==> src/rtl/halflife_tick_gen_if.sv <==
// Control and status bundle between the half-life timebase and its user.
// All inputs are levels sampled on each rising clk edge; outputs are registered.
interface halflife_tick_gen_if #(
  parameter int PERIOD_W = 8
);
  logic                load_en;
  logic [PERIOD_W-1:0] period_in;
  logic                start;
  logic                stop;
  logic                tick;
  logic                running;
  logic [PERIOD_W-1:0] remaining;
  logic [3:0]          periods_elapsed;

  modport master (
    output load_en, period_in, start, stop,
    input  tick, running, remaining, periods_elapsed
  );

  modport slave (
    input  load_en, period_in, start, stop,
    output tick, running, remaining, periods_elapsed
  );
endinterface

==> src/rtl/halflife_tick_gen.sv <==
// Timebase for the half-life timer: prescales clk into base units and pulses tick
// once per programmable period; supports pause/resume and clear-from-pause.
module halflife_tick_gen #(
  parameter int PRESCALE_DIV   = 1000,
  parameter int PERIOD_W       = 8,
  parameter int DEFAULT_PERIOD = 8
) (
  input  logic                clk,
  input  logic                rst,
  halflife_tick_gen_if.slave  bus,
  output logic [1:0]          dbg_state
);
  localparam int                PS_W    = $clog2(PRESCALE_DIV);
  localparam logic [PS_W-1:0]   PS_LAST = PS_W'(PRESCALE_DIV - 1);

  typedef enum logic [1:0] {
    ST_IDLE   = 2'd0,
    ST_RUN    = 2'd1,
    ST_PAUSED = 2'd2
  } state_e;

  state_e              state_q, state_d;
  logic [PS_W-1:0]     prescale_q, prescale_d;
  logic [PERIOD_W-1:0] remaining_q, remaining_d;
  logic [PERIOD_W-1:0] period_q, period_d;
  logic [3:0]          pe_q, pe_d;
  logic                tick_q, tick_d;
  logic                running_q, running_d;
  logic                advance;

  always_comb begin
    state_d     = state_q;
    prescale_d  = prescale_q;
    remaining_d = remaining_q;
    period_d    = period_q;
    pe_d        = pe_q;
    tick_d      = 1'b0;
    advance     = 1'b0;

    case (state_q)
      ST_IDLE: begin
        if (!bus.stop && bus.start && (period_q != '0)) begin
          state_d     = ST_RUN;
          remaining_d = period_q;
          prescale_d  = '0;
          pe_d        = 4'd0;
        end
      end
      ST_RUN: begin
        if (bus.stop) state_d = ST_PAUSED;
        else          advance = 1'b1;
      end
      ST_PAUSED: begin
        if (bus.stop) begin
          state_d     = ST_IDLE;
          remaining_d = '0;
          prescale_d  = '0;
        end else if (bus.start) begin
          // The resume edge is itself a counting edge.
          state_d = ST_RUN;
          advance = 1'b1;
        end
      end
      default: state_d = ST_IDLE;
    endcase

    if (advance) begin
      if (prescale_q == PS_LAST) begin
        prescale_d = '0;
        if (remaining_q > PERIOD_W'(1)) begin
          remaining_d = remaining_q - PERIOD_W'(1);
        end else begin
          // Reload reads the old period_reg even if load_en is high on this edge.
          tick_d      = 1'b1;
          remaining_d = (period_q == '0) ? PERIOD_W'(1) : period_q;
          if (pe_q != 4'd15) pe_d = pe_q + 4'd1;
        end
      end else begin
        prescale_d = prescale_q + PS_W'(1);
      end
    end

    if (bus.load_en) period_d = bus.period_in;
    running_d = (state_d == ST_RUN);
  end

  always_ff @(posedge clk or posedge rst) begin
    if (rst) begin
      state_q     <= ST_IDLE;
      prescale_q  <= '0;
      remaining_q <= '0;
      period_q    <= PERIOD_W'(DEFAULT_PERIOD);
      pe_q        <= 4'd0;
      tick_q      <= 1'b0;
      running_q   <= 1'b0;
    end else begin
      state_q     <= state_d;
      prescale_q  <= prescale_d;
      remaining_q <= remaining_d;
      period_q    <= period_d;
      pe_q        <= pe_d;
      tick_q      <= tick_d;
      running_q   <= running_d;
    end
  end

  assign bus.tick            = tick_q;
  assign bus.running         = running_q;
  assign bus.remaining       = remaining_q;
  assign bus.periods_elapsed = pe_q;
  assign dbg_state           = state_q;
endmodule

==> src/flat_wrapper.sv <==
// flat-port wrapper written by rule: the top's interface ports become plain ports
module halflife_tick_gen_flat 
#(
  parameter int PRESCALE_DIV   = 1000,
  parameter int PERIOD_W       = 8,
  parameter int DEFAULT_PERIOD = 8
)
  (clk, rst, dbg_state, bus_load_en, bus_period_in, bus_start, bus_stop, bus_tick, bus_running, bus_remaining, bus_periods_elapsed);
  halflife_tick_gen_if #(.PERIOD_W(PERIOD_W)) bus_i ();
  input  logic clk;
  input  logic rst;
  output logic [1:0] dbg_state;
  input wire logic [$bits(bus_i.load_en)-1:0] bus_load_en;
  input wire logic [$bits(bus_i.period_in)-1:0] bus_period_in;
  input wire logic [$bits(bus_i.start)-1:0] bus_start;
  input wire logic [$bits(bus_i.stop)-1:0] bus_stop;
  output wire logic [$bits(bus_i.tick)-1:0] bus_tick;
  output wire logic [$bits(bus_i.running)-1:0] bus_running;
  output wire logic [$bits(bus_i.remaining)-1:0] bus_remaining;
  output wire logic [$bits(bus_i.periods_elapsed)-1:0] bus_periods_elapsed;
  assign bus_i.load_en = bus_load_en;
  assign bus_i.period_in = bus_period_in;
  assign bus_i.start = bus_start;
  assign bus_i.stop = bus_stop;
  assign bus_tick = bus_i.tick;
  assign bus_running = bus_i.running;
  assign bus_remaining = bus_i.remaining;
  assign bus_periods_elapsed = bus_i.periods_elapsed;
  halflife_tick_gen #(.PRESCALE_DIV(PRESCALE_DIV), .PERIOD_W(PERIOD_W), .DEFAULT_PERIOD(DEFAULT_PERIOD)) u_core (.clk(clk), .rst(rst), .bus(bus_i), .dbg_state(dbg_state));
endmodule
==> config.mk <==
export PLATFORM = sky130hd
export DESIGN_NAME = halflife_tick_gen_flat
export DESIGN_NICKNAME = d
export VERILOG_FILES = /design/src/rtl/halflife_tick_gen_if.sv /design/src/rtl/halflife_tick_gen.sv /design/src/flat_wrapper.sv
export SDC_FILE = /design/constraint.sdc
export NUM_CORES = 1
export LEC_CHECK = 0
export BUFFER_PORTS_ARGS = -buffer_cell sky130_fd_sc_hd__buf_2
export CORE_MARGIN = 4
export CORE_UTILIZATION = 40
export DETAILED_ROUTE_END_ITERATION = 8
export GPL_ROUTABILITY_DRIVEN = 0
export SETUP_SLACK_MARGIN = 0.4
export SYNTH_ARGS = -nofsm -noshare
export SYNTH_HDL_FRONTEND = slang
export SYNTH_SLANG_ARGS = --single-unit
export TNS_END_PERCENT = 1
==> constraint.sdc <==
create_clock -name clk -period 1.95 [get_ports clk]
set_input_delay 0.0975 -clock clk [delete_from_list [all_inputs] [get_ports clk]]
set_output_delay 0.0975 -clock clk [all_outputs]
set_load 0.01 [all_outputs]
==> metrics.yaml <==
die_y_um: 78.21
crit_fanout: 7
cp-startpoint: "u_core.dbg_state[0]$_DFF_PP0_"
worst_pin_slew_ns: 0.4355
drtAntennaViolNets: 0
start_util_pct: 41.47
p_clk_share_pct: 25.2
fin_crit_ns: 1.934
place_area_um2: 2411
drc_errors: 0
num_rows: 25
r2r_end: "u_core.bus.remaining[6]$_DFF_PP0_"
p_int_w: 0.002036
end_kind: "flop"
netlist.area_leader.share_pct: 41.88
hold_class: "in2reg"
powerDensity_nw_per_um2: 1172
via_per_inst: 5.292
fin_cells: 325
grt_usage_pct: 16.50
clock_path_buffers: 2
nets: 278
routed_wl_um: 4762
via_count: 1720
max_cap_viol_count: 0
finalSetupTns_ns: 0
port_buffers: 28
fin_ws_ns: 0.01561
cp.arrival_ns: 2.12
crit_path_end: "u_core.bus.remaining[6]$_DFF_PP0_"
regToRegStartpoint: "u_core.dbg_state[0]$_DFF_PP0_"
synth_seq_cells: 34
rrSetupSlack_ns: 0.02
reg2reg_depth: 8
netlist_instances: 199
antenna_found_initial: 0
die_w_um: 78.21
placed_cells: 314
maxSlewViolCount: 0
hpwl_um: 3451
p_sw_share_pct: 35.70
syn_nets: 220
cts_tree: "built"
clkLatencyLatePin_ns: 0.29
grt_pass1_vias: 1724
cts_made_buffers: 5
detail_route.wl_per_cell_um: 14.65
synth_ff_type: "dfrtp_1"
combPwrFrac_pct: 44.3
rsz0062_at_grt: "yes"
avgSynthCellArea_um2: 9.909
synthArstFlopShare_pct: 100.0
dr.pass1.iters: 4
grt_pass1_wl_um: 8045
synth_seq_area_share_pct: 43.21
synth_edf_count: 0
required_ns: 2.13
status: "finished, final reports clean"
final_layout_size_suffix_gt1_share_pct: 41.86
finalClockSkew_ns: 0.004270
die_area_um2: 6117
synthMostInstantiatedCell: "dfrtp_1"
p_seq_share_pct: 30.5
syn2layout_area_growth_pct: 36.99
min_period_over_period_pct: 99.20
slew_headroom_pct: 70.96
clkTransAtPathRegs_ns: 0.08
ios: 29
synth_area_um2: 1972
grt_use_met2_pct: 27.65
gr-usage-met3_pct: 3.670
fmax_mhz: 517.0
drt_iter0_drc: 72
synth_top_area_cell: "dfrtp_1"
htreeDepth: 2
min_from: "bus_period_in[4]"
synthTopCellsByArea: "dfrtp_1 42%, ha_1 5.1%, mux2_2 4.6%, nand2_1 3.8%, o21ai_0 2.5%"
numClockSinks: 34
cp-start-kind: "flop"
cts_root_buffer: "clkbuf_8"
setup_viol: 0
ys_warn_count: 0
p_leak_nw: 1.226
grt_max_degree: 35
worstSetupPathType: "reg2reg"
ys_top_cells_by_count: "33 x dfrtp_1, 20 x nand2_1, 12 x nor2_1"
yosysUniqueCellTypes: 54
hold_violations: 0
peakVddDrop_uv: 425.4
met1_usage_pct: 20.82
p_sw_w: 0.001131
gr-total-overflow: 0
place_worst_setup_slack_ns: -0.0008669
stdcell_area_um2: 2701
core-area_um2: 4755
top_usage_layer: "met2"
n_antenna_cell: 0
[worst max-delay path: stages (launching register included)]
cell      delay (ns)
dfrtp_1         0.39
inv_2           0.08
ha_4            0.27
nand4b_1        0.16
nor4_4          0.25
buf_6           0.17
buf_12          0.11
nand4b_1        0.12
o311ai_1        0.28
[logic make-up (layout without fill, tap and decap cells)]
group / after synthesis / after routing / synth area share [%]
and+or+nand+nor: 77 / 77 / 22.46
AOI/OAI and AO/OA: 45 / 45 / 16.05
DFF: 34 / 34 / 43.21
buffers and inverters: 16 / 75 / 3.236
muxes: 13 / 13 / 7.297
adders and majority gates: 8 / 8 / 5.076
xor gates and xnor gates: 6 / 6 / 2.665
[stage by stage]
step	hold WS, ns	total power (W)	util [%]
floorplan	0.2381	0.001771	-
global placement	0.2204	0.002262	50.71
global route	0.02715	0.003394	56.82
detailed placement	0.2242	0.002272	50.71
finish	0.03781	0.003167	56.82
CTS	0.02584	0.003112	54.68
[layer usage]
metal | wire length [µm] | share of wire [%] | vias to the layer above
met5 | 0 | 0 | -
met4 | 106 | 2.2 | 0
met3 | 151 | 3.2 | 9
met2 | 2365 | 50 | 23
met1 | 2138 | 45 | 833
li1 | - | - | 855
[what timing repair did]
item                       4_1_cts  5_1_grt
hold endpoints to repair        33        0
setup buffers                    0        2
setup endpoints to repair       24       26
hold buffers                     1        0
gates resized for setup          7       18
pin swaps                        0       12
[worst min path at each step]
stage | cells past startpoint | end
floorplan | 1 | u_core.bus.periods_elapsed[0]$_DFF_PP0_
global placement | 3 | u_core.prescale_q[6]$_DFFE_PP0P_
detailed placement | 3 | u_core.prescale_q[7]$_DFFE_PP0P_
CTS | 2 | u_core.period_q[4]$_DFFE_PP0P_
global route | 2 | u_core.period_q[5]$_DFFE_PP0P_
finish | 2 | u_core.period_q[4]$_DFFE_PP0P_
[flip-flops by register name, summed over array words and instances (netlist names)]
name and cells:
u_core.bus.tick 1, u_core.dbg_state 2, u_core.bus.running 1, u_core.bus.periods_elapsed 4, u_core.prescale_q 10, u_core.bus.remaining 8, u_core.period_q 8
[cell type report]
type | instances | area, µm²
multi-input combinational | 149 | 1211
sequential | 34 | 857.1
clock buffer | 5 | 68.82
clock inverter | 3 | 68.82
tap | 67 | 83.83
fill | 434 | 2053
timing repair buffer | 57 | 374.1
inverter | 10 | 37.54
[cell usage in the layout, fill, tap and decap left out, drive strengths merged, types with 5 or more instances in the layout]
master and n:
nand3 7, dfrtp 33, nand2 21, ha 8, clkbuf 5, nor2 12
inv 10, mux2 8, o21ai 11, mux2i 5, nor4 7, buf 56
nor3 5, a21oi 7, o211ai 5
[power by group through the flow]
| stage | logic (W) | clock network [W] | registers (W) |
|---|---|---|---|
| 2_1_floorplan | 0.000711 | 0 | 0.00106 |
| 3_3_place_gp | 0.00130 | 0 | 0.000960 |
| 3_5_place_dp | 0.00130 | 0 | 0.000968 |
| 4_1_cts | 0.00134 | 0.000814 | 0.000958 |
| 5_1_grt | 0.00156 | 0.000849 | 0.000987 |
| 6_report | 0.00140 | 0.000797 | 0.000966 |
Power figures use the tool's default switching activity.
